## src/rtl/serial_subtractor_ctrl_pkg.sv

```systemverilog
// Shared definitions for the bit-serial subtractor controller.
// FSM state encodings and the default operand width.
package serial_subtractor_ctrl_pkg;

   localparam int DEFAULT_WIDTH = 8;

   typedef enum logic [1:0] {
      IDLE  = 2'd0,
      SHIFT = 2'd1,
      DONE  = 2'd2
   } state_t;

endpackage

```

## src/rtl/full_subtractor_cell.sv

```systemverilog
// One-bit full subtractor built from two half subtractors.
// d = a - b - bin, bout set when the step needs to borrow.
module half_subtractor (
   input  logic a,
   input  logic b,
   output logic d,
   output logic bout
);

   // Difference and borrow of a single a - b step
   always_comb begin
      d    = a ^ b;
      bout = ~a & b;
   end

endmodule

module full_subtractor_cell (
   input  logic a,
   input  logic b,
   input  logic bin,
   output logic d,
   output logic bout
);

   logic d1;
   logic b1;
   logic b2;

   half_subtractor u_hs0 (
      .a    (a),
      .b    (b),
      .d    (d1),
      .bout (b1)
   );

   half_subtractor u_hs1 (
      .a    (d1),
      .b    (bin),
      .d    (d),
      .bout (b2)
   );

   // Either stage borrowing means the cell borrows
   always_comb begin
      bout = b1 | b2;
   end

endmodule

```

## src/rtl/serial_subtractor_ctrl.sv

```systemverilog
// Bit-serial A - B, LSB first, one full-subtractor step per clock.
// start/busy/done handshake; Y and borrow held between results.
module serial_subtractor_ctrl
   import serial_subtractor_ctrl_pkg::*;
#(
   parameter int WIDTH = DEFAULT_WIDTH
) (
   input  logic             clk,
   input  logic             rst_n,
   input  logic             start,
   input  logic [WIDTH-1:0] A,
   input  logic [WIDTH-1:0] B,
   output logic             busy,
   output logic             done,
   output logic [WIDTH-1:0] Y,
   output logic             borrow
);

   localparam int CW = $clog2(WIDTH);
   localparam logic [CW-1:0] LAST = CW'(WIDTH - 1);

   state_t           state;
   logic [WIDTH-1:0] areg;
   logic [WIDTH-1:0] breg;
   logic [WIDTH-1:0] res;
   logic [CW-1:0]    cnt;
   logic             bff;
   logic             d;
   logic             bout;

   full_subtractor_cell u_cell (
      .a    (areg[0]),
      .b    (breg[0]),
      .bin  (bff),
      .d    (d),
      .bout (bout)
   );

   // Sequencer: capture, shift one bit per cycle, publish result
   always_ff @(posedge clk or negedge rst_n) begin
      if (!rst_n) begin
         state  <= IDLE;
         areg   <= '0;
         breg   <= '0;
         res    <= '0;
         cnt    <= '0;
         bff    <= 1'b0;
         busy   <= 1'b0;
         done   <= 1'b0;
         Y      <= '0;
         borrow <= 1'b0;
      end else begin
         unique case (state)
            IDLE: begin
               done <= 1'b0;
               if (start) begin
                  areg  <= A;
                  breg  <= B;
                  res   <= '0;
                  cnt   <= '0;
                  bff   <= 1'b0;
                  busy  <= 1'b1;
                  state <= SHIFT;
               end
            end
            SHIFT: begin
               res  <= {d, res[WIDTH-1:1]};
               areg <= {1'b0, areg[WIDTH-1:1]};
               breg <= {1'b0, breg[WIDTH-1:1]};
               bff  <= bout;
               if (cnt == LAST) begin
                  Y      <= {d, res[WIDTH-1:1]};
                  borrow <= bout;
                  busy   <= 1'b0;
                  done   <= 1'b1;
                  state  <= DONE;
               end else begin
                  cnt <= cnt + 1'b1;
               end
            end
            DONE: begin
               done  <= 1'b0;
               state <= IDLE;
            end
            default: begin
               busy  <= 1'b0;
               done  <= 1'b0;
               state <= IDLE;
            end
         endcase
      end
   end

endmodule

```

## config.mk

```make
export PLATFORM = sky130hd
export DESIGN_NAME = serial_subtractor_ctrl
export DESIGN_NICKNAME = d
export VERILOG_FILES = /design/src/rtl/serial_subtractor_ctrl_pkg.sv /design/src/rtl/full_subtractor_cell.sv /design/src/rtl/serial_subtractor_ctrl.sv
export SDC_FILE = /design/constraint.sdc
export NUM_CORES = 1
export LEC_CHECK = 0
export ABC_AREA = 1
export CORE_MARGIN = 8
export CORE_UTILIZATION = 25
export CTS_CLUSTER_DIAMETER = 150
export DETAILED_ROUTE_END_ITERATION = 8
export PLACE_DENSITY = 0.44
export SETUP_SLACK_MARGIN = 0.4
export SYNTH_ARGS = -nofsm -noshare
export SYNTH_HDL_FRONTEND = slang
export SYNTH_SLANG_ARGS = --single-unit
```

## constraint.sdc

```tcl
create_clock -name clk -period 1.65 [get_ports clk]
set_input_delay 0.495 -clock clk [delete_from_list [all_inputs] [get_ports clk]]
set_output_delay 0.495 -clock clk [all_outputs]
set_load 0.005 [all_outputs]
```

## Word-level counts from Yosys, hierarchy flattened

Index checks and enable logic that the tools add are counted.

- $add $sub $neg: 1
- Equal/unequal tests: 6
- Mux-type cells: 19
- Bitwise operators: 8
- Reduce and logical (&&, ||, !) cells: 7

Operators by type and width:

| operator | count |
|---|---|
| 8-bit case mux with 2 select lines | 3 |
| 8-bit 2-to-1 mux | 3 |
| 3-bit 2-to-1 mux | 2 |
| 2-bit inequality test (second input constant) | 3 |
| 3-bit case mux with 2 select lines | 1 |
| 2-bit AND reduction | 3 |
| 3-bit AND reduction | 2 |
| 1-bit 2-to-1 mux | 5 |
| 2-bit 2-to-1 mux | 2 |
| 2-bit case mux with 2 select lines | 1 |
| 3-bit by 1-bit adder with 3-bit output (second input constant) | 1 |
| 3-bit == test (second input constant) | 1 |
| 1-bit NOT | 3 |
| 1-bit case mux with 3 select lines | 1 |
| 1-bit bitwise AND | 2 |
| 2-bit by 1-bit == test with 1-bit output (second input constant) | 1 |
| 2-bit == test (second input constant) | 1 |
| 2-bit zero test | 1 |
| 1-bit case mux with 2 select lines | 1 |
| 2-bit nonzero test | 1 |
| 1-bit bitwise XOR | 2 |
| 1-bit bitwise OR | 1 |

- Register bits after elaboration: 41
- Input port bits: 19
- Output and inout bits: 11
- Word-level logic and storage cells: 51

## Longest topological paths before layout

- Depth in word-level cells: 5
- Depth in mapped cells: 6
- Gate-level depth less buffers: 6

## Hierarchy

From an unflattened synthesis, not the netlist that was laid out.

- Cell total of the unflattened synthesis: 222
- Area, all modules: 1891.8 sq um

Modules (own cells, without submodules):

| module | times used | cells each | area each (sq um) | seq. area each (sq um) |
|---|---|---|---|---|
| serial_subtractor_ctrl | 1 | 213 | 1840.5 | 1001.0 |
| half_subtractor | 2 | 3 | 20.0 | 0.0 |
| full_subtractor_cell | 1 | 3 | 11.3 | 0.0 |

## Least setup slack after synthesis

OpenSTA, ideal clock, no wires.

- Path type: flip-flop to flip-flop
- Start: register cnt[0]
- End: register borrow
- Setup time: 0.118 ns
- Arrival time: 1.173 ns
- Required time: 1.532 ns
- Slack: 0.359 ns
- Stages on the path, launching flop included: 6
- Buffers on the path: 1
- Clock period less this slack: 1.291 ns
- Cell sequence: dfrtp_1 -> ha_1 -> ha_1 -> nand2_2 -> buf_6 -> o21ai_2

- Longest elaborated chain between the ends: 2

Ends and longest elaborated chain:

| element | line | source |
|---|---|---|
| from (decl) | serial_subtractor_ctrl.sv:26 | `logic [CW-1:0] cnt;` |
| from (signal assigned) | serial_subtractor_ctrl.sv:78 | `cnt <= cnt + 1'b1;` |
| 3-bit == test | serial_subtractor_ctrl.sv:71 | `if (cnt == LAST) begin` |
| 2-bit AND reduction (no line) | -- |  |
| to (signal assigned) | serial_subtractor_ctrl.sv:73 | `borrow <= bout;` |
| to (decl) | serial_subtractor_ctrl.sv:16 | `output logic borrow` |

No other way between the ends.
A chain may end at the register's enable or synchronous reset.

## Final worst setup path

- Start: register Y[1]
- End: output port Y[1]

RTL lines:

| element | line | source |
|---|---|---|
| from (decl) | serial_subtractor_ctrl.sv:15 | `output logic [WIDTH-1:0] Y,` |
| from (signal assigned) | serial_subtractor_ctrl.sv:72 | `Y <= {d, res[WIDTH-1:1]};` |

No word-level cell between the ends.

==> qor.csv <==
metric,value,unit
Cell variety after synth,23,
GP Congestion,0.674,
Crit path max-delay family,flip-flops,
"Net Count, Synth",231,
via count,1574,
hpwl dp,2.96,mm
Remaining DRCs,0,
CP Capture Type,output pin,
Port Buf Inserts,29,
latest clock arrival within the worst-skew pair,0.29,ns
initial antenna violation count,0,
Die W,104,um
layout cell share with drive strength beyond 1,32.0,%
root buf cell,clkbuf_8,
Initial DRC Count,36,
ANT nets after route,0,
Ports,30,
CP Class,reg2out,
post-synthesis register bit count,40,
MaxCap Viol Count,0,
Hold Fails Final Rpt,0,
first-pass GRT wire length,7.85,mm
clock sinks,40,
final worst path period need,1.30,ns
nets@finish,288,
# setup viols final,0,
Worst-Margin Slew,0.395,ns
Post-Synth Adder-Cell Area,3.00,%
Netlist Area Pre-Place,0.00192,mm^2
CP max FO,2,
GRT Util Overall,8.82,%
max incr delay on CP,0.38,ns
HP Class,in2async,
first drt pass iteration count,4,
CTS tree,yes,
"Top FF cell, synth",dfrtp_1,
multiplexer share of the synthesized area,0,%
Compound-Gate Fraction of Synth Area,7.58,%
"setup slack, reg-to-reg",0.37,ns
largest net degree at the start of global routing,27,
ant diodes,0,
Synth top area share,52.3,%
total grt overflow,0,
critical path launch point type,register,
fin. max-slew vios,0,
r2r endpoint,Y[2],
FF-to-FF path depth,6,
"Period Utilization, post-route",78.7,%
Yosys warning total,0,
slowest cell on the critical path,dfrtp_1,
Max clock buf depth,2,
Initial Util,25.3,%
pwr dens,1720,mW/mm^2
Die Ht,104,um
Hold Slack,0.111,ns
Mapped Avg Cell Area,9.21,um^2
RSZ-0062 raised after global routing,yes,
highest clock rate,770,MHz
crit-path cells,buf_2,
worst vdd ir,0.431,mV
CTS Buf Count,5,
most common cell in the netlist,nand2_1,
Reg-to-Reg Start,state[1],
DIE AREA,0.0107,mm^2
worst setup path start,Y[1],
WL final,4.73,mm
largest family of logic cells by synthesized area,simple AND/OR/NAND/NOR gates,
setup tns final,0,ns
Synth Area in Simple Gates,26.5,%
Synth Instances,208,
outcome,finished clean,
Buf/Inv on CP,1,
CP required,1.15,ns
Post-synth EDFFs,0,
Synth top cells by count,"nand2_1, dfrtp_1, nand3_1",
Final Skew,0.00483,ns
Core Area,0.00757,mm^2
LEAKAGE,0.00134,uW
Post-synth ARST share,100,%
vias per inst,4.28,
"Seq/Total Area, Yosys",52.3,%
Worst-path clk slew,0.08,ns
via count of the first global-routing pass,1589,
Critical Path AT,0.80,ns
top cell type by total area after synthesis,dfrtp_1,
H-tree levels,2,
row count,32,
Synth Area in XOR/XNOR,0,%
"top cells by area, synth","dfrtp_1, nand2_1, nand3_1",
max_slew headroom,73.7,%
Synth-to-Final Area Change,44.1,%
Avg WL per Cell,12.9,um
# hold bufs at CTS,0,
-- metrics by stage --
stage | power (uW) | util, % | cell area, um^2 | cells | setup slack [ns]
after floorplan | 2960 | - | 1920 | 208 | 0.404
after global placement | 3550 | 31.1 | 2350 | 337 | 0.0478
after detailed placement | 3580 | 31.1 | 2350 | 337 | 0.0217
after CTS | 4470 | 34.0 | 2570 | 359 | 0.335
after global routing | 5170 | 36.5 | 2760 | 368 | 0.306
final | 4740 | 36.5 | 2760 | 368 | 0.351
-- layout by cell type, fill, tap and decap left out, types with 2 or more instances in the layout --
cell type        synthesis  final
nand2_1                 48     40
dfrtp_1                 40     38
nand3_1                 31     31
inv_1                   26     24
buf_4                    2     21
clkdlybuf4s50_1          0     16
buf_2                    3     12
nand3b_1                11     11
nand2_4                  2      9
o22ai_1                  9      9
o21ai_2                  9      9
nor2_1                   8      7
clkbuf_8                 0      6
buf_12                   0      6
inv_2                    1      3
ha_4                     0      3
nand2_8                  0      2
nand2_2                  2      2
nand4_1                  2      2
clkinvlp_4               0      2
buf_6                    3      2
dfrtp_2                  0      2
-- what timing repair did --
action,CTS,global route
setup endpoints to repair,49,45
pin swaps,2,7
gates resized for setup,53,24
cloned,1,2
setup buffers,13,7
-- layer usage --
metal | vias to the layer above | track usage, % | wire [um]
met4 | 0 | 3.15 | 60
met2 | 30 | 13.3 | 2260
li1 | 785 | - | -
met1 | 754 | 11.7 | 2250
met3 | 5 | 2.48 | 154
met5 | - | 0 | 0
-- worst max path at each step --
stage	endpoint	depth (start not counted)
floorplan	borrow	5
global placement	areg[2]	6
detailed placement	breg[0]	6
CTS	Y[2]	1
global route	busy	1
finish	Y[1]	1
-- registers in the layout, indices dropped and copies added, names as in the netlist --
| register | flops |
|---|---|
| done | 1 |
| cnt | 3 |
| Y | 8 |
| breg | 8 |
| borrow | 1 |
| busy | 1 |
| res | 7 |
| bff | 1 |
| state | 2 |
| areg | 8 |
-- power breakdown --
part | internal (uW) | switching [uW] | total (uW)
clock | 339 | 363 | 702
combinational | 1190 | 1190 | 2380
sequential | 1430 | 231 | 1660
-- logic make-up after synthesis --
group                    after synthesis
adder cells (fa/ha/maj)                4
flip-flops                            40
AND/OR/NAND/NOR                      105
buffers and inverters                 39
AO/OA/AOI/OAI                         20
-- final cells by class --
class	count	area, um^2
well taps	102	128
clock buffers	6	82.6
clock inverters	2	15.0
fillers	769	4810
repair buffers	60	582
flip-flops and latches	40	1000
multi-input cells	130	842
inverters	28	108
No activity file was read; power rests on OpenSTA's default activity.
